==> config.mk <==
export PLATFORM = sky130hd
export DESIGN_NAME = iob_aclint
export DESIGN_NICKNAME = d
export VERILOG_FILES = /design/src/rtl/iob_aclint.sv
export SDC_FILE = /design/constraint.sdc
export NUM_CORES = 1
export LEC_CHECK = 0
export BUFFER_PORTS_ARGS = -buffer_cell sky130_fd_sc_hd__buf_2
export CORE_ASPECT_RATIO = 0.6
export CORE_MARGIN = 1
export CORE_UTILIZATION = 25
export DETAILED_ROUTE_END_ITERATION = 16
export GPL_TIMING_DRIVEN = 0
export PLACE_DENSITY = 0.45
export SLEW_MARGIN = 20
export SYNTH_ARGS = -nofsm -noshare
export SYNTH_HDL_FRONTEND = slang
export SYNTH_SLANG_ARGS = --single-unit
==> constraint.sdc <==
create_clock -name clk_i -period 3.25 [get_ports clk_i]
set_input_delay 0.325 -clock clk_i [delete_from_list [all_inputs] [get_ports clk_i]]
set_output_delay 0.325 -clock clk_i [all_outputs]
set_load 0.02 [all_outputs]
==> src/rtl/iob_aclint.sv <==
// iob_aclint: per-hart machine timer (MTIMER) and software interrupt (MSWI) unit on an IOB slave port.
// Latency: read data/rvalid 1 clk after accept; mtime ticks RTC_SYNC_W+1 clk after an rtc_i rise, mtip_o 1 clk later.
// Backpressure: none; iob_ready_o is high whenever out of reset, so back-to-back accepts are taken every cycle.
// Build option: define IOB_ACLINT_SSWI_EN to add the SSWI bank at 0xC000 and the ssip_o port.
module iob_aclint #(
    parameter int N_HARTS    = 1,
    parameter int ADDR_W     = 16,
    parameter int DATA_W     = 32,
    parameter int RTC_SYNC_W = 2,
    parameter int RTC_DIV    = 1
) (
    input  logic                  clk_i,
    input  logic                  arst_n_i,
    input  logic                  rtc_i,
    input  logic                  iob_avalid_i,
    input  logic [ADDR_W-1:0]     iob_addr_i,
    input  logic [DATA_W-1:0]     iob_wdata_i,
    input  logic [DATA_W/8-1:0]   iob_wstrb_i,
    output logic                  iob_ready_o,
    output logic                  iob_rvalid_o,
    output logic [DATA_W-1:0]     iob_rdata_o,
    output logic [N_HARTS-1:0]    mtip_o,
    output logic [N_HARTS-1:0]    msip_o
`ifdef IOB_ACLINT_SSWI_EN
    ,
    output logic [N_HARTS-1:0]    ssip_o
`endif
);

    // Word-address view of the register map (byte address >> 2).
    localparam int                WA_W        = ADDR_W - 2;
    localparam logic [WA_W-1:0]   WA_MSIP     = '0;
    localparam logic [WA_W-1:0]   WA_CMP      = WA_W'(32'h4000 >> 2);
    localparam logic [WA_W-1:0]   WA_MTIME_LO = WA_W'(32'hBFF8 >> 2);
    localparam logic [WA_W-1:0]   WA_MTIME_HI = WA_W'(32'hBFFC >> 2);
`ifdef IOB_ACLINT_SSWI_EN
    localparam logic [WA_W-1:0]   WA_SSWI     = WA_W'(32'hC000 >> 2);
`endif

    // Prescaler wide enough for RTC_DIV up to 2^16.
    localparam int                PRE_W       = 17;
    localparam logic [PRE_W-1:0]  PRE_MAX     = PRE_W'(RTC_DIV - 1);

    // Byte-strobe merge of a 32-bit register half.
    function automatic logic [31:0] f_merge(input logic [31:0] i_old,
                                            input logic [31:0] i_new,
                                            input logic [3:0]  i_strb);
        logic [31:0] v;
        v = i_old;
        for (int b = 0; b < 4; b++) begin
            if (i_strb[b]) v[8*b +: 8] = i_new[8*b +: 8];
        end
        return v;
    endfunction

    // State
    logic                    r_ready;
    logic                    r_rvalid;
    logic [DATA_W-1:0]       r_rdata;
    logic [31:0]             r_shadow;
    logic                    r_last_lo_rd;
    logic [RTC_SYNC_W-1:0]   r_sync;
    logic                    r_rtc_prev;
    logic [PRE_W-1:0]        r_pre;
    logic [63:0]             r_mtime;
    logic [63:0]             r_mtimecmp [N_HARTS];
    logic [N_HARTS-1:0]      r_msip;
    logic [N_HARTS-1:0]      r_mtip;
`ifdef IOB_ACLINT_SSWI_EN
    logic [N_HARTS-1:0]      r_ssip;
`endif

    // Decode / datapath wires
    logic [WA_W-1:0]         w_waddr;
    logic                    w_unused_addr;
    logic                    w_acc;
    logic                    w_wr;
    logic                    w_rd;
    logic                    w_sel_mtime_lo;
    logic                    w_sel_mtime_hi;
    logic [N_HARTS-1:0]      w_sel_msip;
    logic [N_HARTS-1:0]      w_sel_cmp_lo;
    logic [N_HARTS-1:0]      w_sel_cmp_hi;
`ifdef IOB_ACLINT_SSWI_EN
    logic [N_HARTS-1:0]      w_sel_ssip;
`endif
    logic [DATA_W-1:0]       w_rdata;
    logic                    w_rtc_rise;
    logic                    w_tick;
    logic                    w_mtime_wr;
    logic [63:0]             w_mtime_nxt;

    assign w_waddr        = iob_addr_i[ADDR_W-1:2];
    // Byte offset within a word does not affect decode.
    assign w_unused_addr  = ^iob_addr_i[1:0];
    assign w_acc          = iob_avalid_i & r_ready;
    assign w_wr           = w_acc & (|iob_wstrb_i);
    assign w_rd           = w_acc & ~(|iob_wstrb_i);
    assign w_sel_mtime_lo = (w_waddr == WA_MTIME_LO);
    assign w_sel_mtime_hi = (w_waddr == WA_MTIME_HI);

    // Per-hart address decode; harts beyond N_HARTS never match.
    always_comb begin
        w_sel_msip   = '0;
        w_sel_cmp_lo = '0;
        w_sel_cmp_hi = '0;
`ifdef IOB_ACLINT_SSWI_EN
        w_sel_ssip   = '0;
`endif
        for (int h = 0; h < N_HARTS; h++) begin
            w_sel_msip[h]   = (w_waddr == WA_MSIP + WA_W'(h));
            w_sel_cmp_lo[h] = (w_waddr == WA_CMP + WA_W'(2*h));
            w_sel_cmp_hi[h] = (w_waddr == WA_CMP + WA_W'(2*h + 1));
`ifdef IOB_ACLINT_SSWI_EN
            w_sel_ssip[h]   = (w_waddr == WA_SSWI + WA_W'(h));
`endif
        end
    end

    // Read mux; unmapped addresses read as zero.
    always_comb begin
        w_rdata = '0;
        if (w_sel_mtime_lo) w_rdata = r_mtime[31:0];
        if (w_sel_mtime_hi) w_rdata = r_last_lo_rd ? r_shadow : r_mtime[63:32];
        for (int h = 0; h < N_HARTS; h++) begin
            if (w_sel_msip[h])   w_rdata = {{(DATA_W-1){1'b0}}, r_msip[h]};
            if (w_sel_cmp_lo[h]) w_rdata = r_mtimecmp[h][31:0];
            if (w_sel_cmp_hi[h]) w_rdata = r_mtimecmp[h][63:32];
`ifdef IOB_ACLINT_SSWI_EN
            if (w_sel_ssip[h])   w_rdata = {{(DATA_W-1){1'b0}}, r_ssip[h]};
`endif
        end
    end

    // Bus response: ready after reset, one-cycle rvalid per read, hi-word shadow for atomic 64-bit reads.
    always_ff @(posedge clk_i or negedge arst_n_i) begin
        if (!arst_n_i) begin
            r_ready      <= 1'b0;
            r_rvalid     <= 1'b0;
            r_rdata      <= '0;
            r_shadow     <= '0;
            r_last_lo_rd <= 1'b0;
        end else begin
            r_ready  <= 1'b1;
            r_rvalid <= w_rd;
            if (w_rd) r_rdata <= w_rdata;
            if (w_rd && w_sel_mtime_lo) r_shadow <= r_mtime[63:32];
            if (w_acc) r_last_lo_rd <= w_rd & w_sel_mtime_lo;
        end
    end

    // RTC edge detection after the synchroniser, and the tick at prescaler wrap.
    assign w_rtc_rise = r_sync[RTC_SYNC_W-1] & ~r_rtc_prev;
    assign w_tick     = w_rtc_rise & (r_pre == PRE_MAX);
    assign w_mtime_wr = w_wr & (w_sel_mtime_lo | w_sel_mtime_hi);

    // Synchronise rtc_i and count rising edges; an mtime write restarts the prescaler.
    always_ff @(posedge clk_i or negedge arst_n_i) begin
        if (!arst_n_i) begin
            r_sync     <= '0;
            r_rtc_prev <= 1'b0;
            r_pre      <= '0;
        end else begin
            r_sync     <= {r_sync[RTC_SYNC_W-2:0], rtc_i};
            r_rtc_prev <= r_sync[RTC_SYNC_W-1];
            if (w_mtime_wr) begin
                r_pre <= '0;
            end else if (w_rtc_rise) begin
                r_pre <= w_tick ? '0 : r_pre + PRE_W'(1);
            end
        end
    end

    // Next mtime: a bus write wins over a coincident tick for all 64 bits.
    always_comb begin
        w_mtime_nxt = r_mtime;
        if (w_mtime_wr) begin
            if (w_sel_mtime_lo) w_mtime_nxt[31:0]  = f_merge(r_mtime[31:0],  iob_wdata_i, iob_wstrb_i);
            if (w_sel_mtime_hi) w_mtime_nxt[63:32] = f_merge(r_mtime[63:32], iob_wdata_i, iob_wstrb_i);
        end else if (w_tick) begin
            w_mtime_nxt = r_mtime + 64'd1;
        end
    end

    // mtime register, free-running modulo 2^64.
    always_ff @(posedge clk_i or negedge arst_n_i) begin
        if (!arst_n_i) begin
            r_mtime <= '0;
        end else begin
            r_mtime <= w_mtime_nxt;
        end
    end

    // Per-hart mtimecmp and software-interrupt bits, byte-strobe writes.
    always_ff @(posedge clk_i or negedge arst_n_i) begin
        if (!arst_n_i) begin
            for (int h = 0; h < N_HARTS; h++) r_mtimecmp[h] <= '1;
            r_msip <= '0;
`ifdef IOB_ACLINT_SSWI_EN
            r_ssip <= '0;
`endif
        end else if (w_wr) begin
            for (int h = 0; h < N_HARTS; h++) begin
                if (w_sel_cmp_lo[h])
                    r_mtimecmp[h][31:0]  <= f_merge(r_mtimecmp[h][31:0],  iob_wdata_i, iob_wstrb_i);
                if (w_sel_cmp_hi[h])
                    r_mtimecmp[h][63:32] <= f_merge(r_mtimecmp[h][63:32], iob_wdata_i, iob_wstrb_i);
                if (w_sel_msip[h] && iob_wstrb_i[0])
                    r_msip[h] <= iob_wdata_i[0];
`ifdef IOB_ACLINT_SSWI_EN
                if (w_sel_ssip[h] && iob_wstrb_i[0])
                    r_ssip[h] <= iob_wdata_i[0];
`endif
            end
        end
    end

    // Registered timer compare per hart (unsigned 64-bit).
    always_ff @(posedge clk_i or negedge arst_n_i) begin
        if (!arst_n_i) begin
            r_mtip <= '0;
        end else begin
            for (int h = 0; h < N_HARTS; h++) r_mtip[h] <= (r_mtime >= r_mtimecmp[h]);
        end
    end

    assign iob_ready_o  = r_ready;
    assign iob_rvalid_o = r_rvalid;
    assign iob_rdata_o  = r_rdata;
    assign mtip_o       = r_mtip;
    assign msip_o       = r_msip;
`ifdef IOB_ACLINT_SSWI_EN
    assign ssip_o       = r_ssip;
`endif

endmodule
==> summary.md <==
| Metric | Value |
|---|---|
| Top sig layer | met4 |
| IR drop worst, VDD | just under 400 µV |
| Met2 Wirelength | between 15000 and 20000 µm |
| Core area | between 50000 and 60000 µm² |
| Total grt overflow | 0 |
| Routed vias | about 12000 |
| Post-DP HPWL | ~40000 µm |
| Number of remaining DRC errors | 0 |
| Largest net degree at the start of global routing | a little under 90 |
| Initial Util | 0.254 |
| Placed cell count | roughly 2200 |
| # rows | 64 |
| Fmax | between 300 and 400 MHz |
| Post-synthesis sequential area ratio | 0.423 |
| CTS tree | done |
| Mux cell area share after synthesis | 0.131 |
| Clock power share | 0.499 |
| DIE HEIGHT | 179 µm |
| Primary FF master, synth | dfrtp_1 |
| Bufs on Longest Clock Path | 3 |
| Final ANT Viol Nets | 0 |
| Reg2reg end | mtip_o$_DFF_PN0_ |
| Fin crit period | between 3000 and 4000 ps |
| Compound-cell area share of the yosys netlist | 0.177 |
| Fillcell total | ~5400 |
| Synth async-reset ratio | 1.00 |
| Yosys warns | 0 |
| Simple logic cell fraction of the synthesized area | 0.149 |
| Reg clk slew, reported paths | 70 ps |
| Clock sink total | ~220 |
| Worst Path Required | 3670 ps |
| R2R setup slack | between 10 and 15 ps |
| Hold wc startpoint | iob_wdata_i[19] |
| Post-Synth XOR/XNOR Area | 0.00942 |
| Hold_ws | 89.8 ps |
| CTS buffer count | 24 |
| Vias in the first global route | 11400 |
| I/O pin cnt | between 90 and 100 |
| Synth cell types | 59 |
| All-Layer GR Usage | 0.197 |
| HP Class | in -> reg |
| Flip-flop and latch count after synthesis | about 220 |
| Leakage power | about 6.4 nW |
| Mapped Avg Cell Area | approximately 9 µm² |
| Psw | approximately 1.5 mW |
| FF-to-FF path depth | 7 |
| Share of post-route cells with drive strength above 1 | 0.213 |
| First-pass GRT wire length | approximately 77000 µm |
| Post-Route M1 WL | around 26000 µm |
| Max_cap viols | 0 |
| Sequential power share | 0.447 |
| Synth Net Count | around 1500 |
| Worst-Margin Slew | between 1000 and 1500 ps |
| Die width | approximately 300 µm |
| Power Density | about 400 nW/µm² |
| Skew final | approximately 13 ps |
| Fin cells | approximately 2200 |
| Hold Vio Cnt, Final | 0 |
| Area grow syn2layout | 18.0% |
| Vias/cell | 5.30 |
| I/O Buffers | 87 |
| Slew Viols, Final | 0 |
| # setup viols final | 0 |
| Cell-internal power | roughly 4.6 mW |
| Status | finished clean |
| Slew margin rel. | 0.199 |
| Critical path class | reg -> reg |
| WL/cell | 23.2 µm |
| Period utilization | 0.996 |
| Main combinational cell family by area after synthesis | compound AO/OA/AOI/OAI gates |
| Hold Crit Endpoint | r_mtimecmp[51]$_DFFE_PN1P_ |
| Initial antenna violation count | 1 |
| WHS Path Cells | 2 |
| CP startpoint kind | flip-flop |
| Final WL | ~52000 µm |
| N_diodes | 0 |
| Netlist Area Pre-Place | approximately 13000 µm² |
| Post-Synth Adder-Cell Area | 0.0644 |
| Met3 wire length | 6200 µm |
| CP max FO | 3 |
| Clock root buffer | clkbuf_16 |
| Setup_tns | 0 ps |
| Number of synthesized flops with an enable pin | 0 |
| Critical Path End Type | flip-flop |
| DIE AREA | between 50000 and 60000 µm² |
| Syn Inst Count | roughly 1400 |
| RSZ-0062 raised after global routing | false |
| Final nets | around 1700 |
| Sw Share | 0.248 |
| GPL Wtd Cong | between 0.9 and 1 |
| H-tree depth | 1 |
| Drt pass-1 iters | 6 |
| Critical R2R Launch | r_mtimecmp[31]$_DFFE_PN1P_ |
| 1st-iter DRT viols | approximately 1300 |
| Clock Latency Late Sink | approximately 550 ps |
| Logic pwr share | 0.054 |
| Post-CTS setup buffer count | 0 |
| Arrival @ worst endpoint | 3660 ps |
[per-stage QoR]
stage / total power [mW] / instance area [µm²] / setup slack (ps) / utilization
detailed placement: 3.15 / 14400 / -687 / 0.282
global route: 6.40 / 15400 / 8.49 / 0.300
floorplan: 2.94 / 13000 / 526 / -
finish: 6.18 / 15400 / 11.7 / 0.300
global placement: 3.13 / 14300 / -2340 / 0.280
CTS: 6.25 / 15300 / 16.0 / 0.300
[cell families (layout without fill, tap and decap cells)]
family | Yosys count | in the layout
flops | 217 | 217
mux | 159 | 159
simple gates | 409 | 409
buf+inv | 155 | 290
xor+xnor | 14 | 14
compound gates | 396 | 396
other cells | 1 | 1
fa+ha+maj | 67 | 67
[worst max-delay path by stage]
| stage | startpoint | end | slack (ps) | depth (start not counted) |
|---|---|---|---|---|
| after floorplan | r_mtime[10]$_DFFE_PN0P_ | r_mtime[56]$_DFFE_PN0P_ | 530 | 8 |
| after global placement | arst_n_i | iob_rdata_o[15]$_DFFE_PN0P_ | -2340 | 1 |
| after detailed placement | iob_addr_i[14] | r_shadow[25]$_DFFE_PN0P_ | -690 | 7 |
| after CTS | r_mtime[10]$_DFFE_PN0P_ | r_mtime[47]$_DFFE_PN0P_ | 20 | 9 |
| after global routing | r_mtime[11]$_DFFE_PN0P_ | r_mtime[62]$_DFFE_PN0P_ | 8 | 7 |
| final | r_mtimecmp[31]$_DFFE_PN1P_ | mtip_o$_DFF_PN0_ | 10 | 7 |
[power by group through the flow]
stage / Sequential [mW] / Clock (mW) / Combinational [mW]
after floorplan: 2.81 / 0 / 0.132
after global placement: 2.81 / 0 / 0.320
after detailed placement: 2.81 / 0 / 0.335
after CTS: 2.76 / 3.15 / 0.338
after global routing: 2.77 / 3.26 / 0.372
final: 2.76 / 3.08 / 0.335
[layout by cell type, fill, tap and decap left out, types with 4 or more instances in the layout]
cell | netlist | layout
xor2_1 | 5 | 5
ha_1 | 67 | 67
a21o_1 | 15 | 15
nor2_1 | 111 | 111
o31ai_1 | 13 | 13
dfrtp_1 | 153 | 152
and2_1 | 5 | 5
mux2i_1 | 67 | 67
xnor2_1 | 9 | 9
o21ai_0 | 81 | 81
nand2b_1 | 8 | 8
buf_1 | 9 | 9
nand3_1 | 44 | 43
nor3b_1 | 4 | 4
or4_1 | 7 | 7
or2_2 | 6 | 6
a21oi_1 | 191 | 190
nand2_1 | 122 | 122
o32ai_1 | 7 | 7
nor3_1 | 19 | 13
o41ai_1 | 5 | 5
clkbuf_16 | 0 | 25
clkbuf_2 | 0 | 4
a211oi_1 | 10 | 9
clkbuf_8 | 0 | 8
clkbuf_1 | 62 | 56
and3_1 | 11 | 11
a31o_2 | 9 | 9
nor4_1 | 21 | 17
o22ai_1 | 35 | 35
nor3_2 | 0 | 6
clkinv_2 | 0 | 4
inv_1 | 82 | 82
mux2_2 | 92 | 92
nand4_1 | 29 | 29
buf_2 | 1 | 89
or3_1 | 8 | 8
dfstp_2 | 64 | 64
[registers in the layout, indices dropped and copies added (netlist names), 2 cells and up]
signal / cells
r_mtime: 64
r_mtimecmp: 64
iob_rdata_o: 32
r_shadow: 32
r_pre: 17
r_sync: 2
[routing by layer]
metal,vias up,track usage
li1,5417,-
met1,5830,0.312
met2,604,0.246
met3,54,0.0694
met4,0,0.0354
met5,-,0
[cells in the mapped netlist, types with 44 or more instances]
library cell,number,share of area
nand2_1,122,0.035
nor2_1,111,0.032
clkbuf_1,62,0.018
a21oi_1,191,0.073
mux2_2,92,0.080
dfstp_2,64,0.13
inv_1,82,0.024
dfrtp_1,153,0.29
mux2i_1,67,0.052
o21ai_0,81,0.031
ha_1,67,0.064
nand3_1,44,0.017
[worst max-delay path, stage by stage, from the launching register on]
cell and delay (ps):
dfstp_2 540, inv_1 60, ha_1 400, nand4_1 500
nor4_4 650, nor3b_1 410, a211oi_1 190, o21ai_0 370
[area by class of cell]
type | count | area (µm²) | area share
timing repair buffer | 93 | 533 | 0.0347
buffer | 71 | 282 | 0.0183
inverter | 82 | 308 | 0.0200
clock buffer | 34 | 739 | 0.0481
multi-input combinational | 1046 | 7000 | 0.455
clock inverter | 10 | 133 | 0.00863
tap | 693 | 867 | 0.0564
sequential | 217 | 5510 | 0.359
[what timing repair did]
| action | CTS | global route |
|---|---|---|
| setup endpoints to repair | 40 | 24 |
| hold endpoints to repair | 36 | 0 |
| resized for setup | 5 | 14 |
| hold buffers | 2 | 0 |
(Power assumes the default switching activity.)
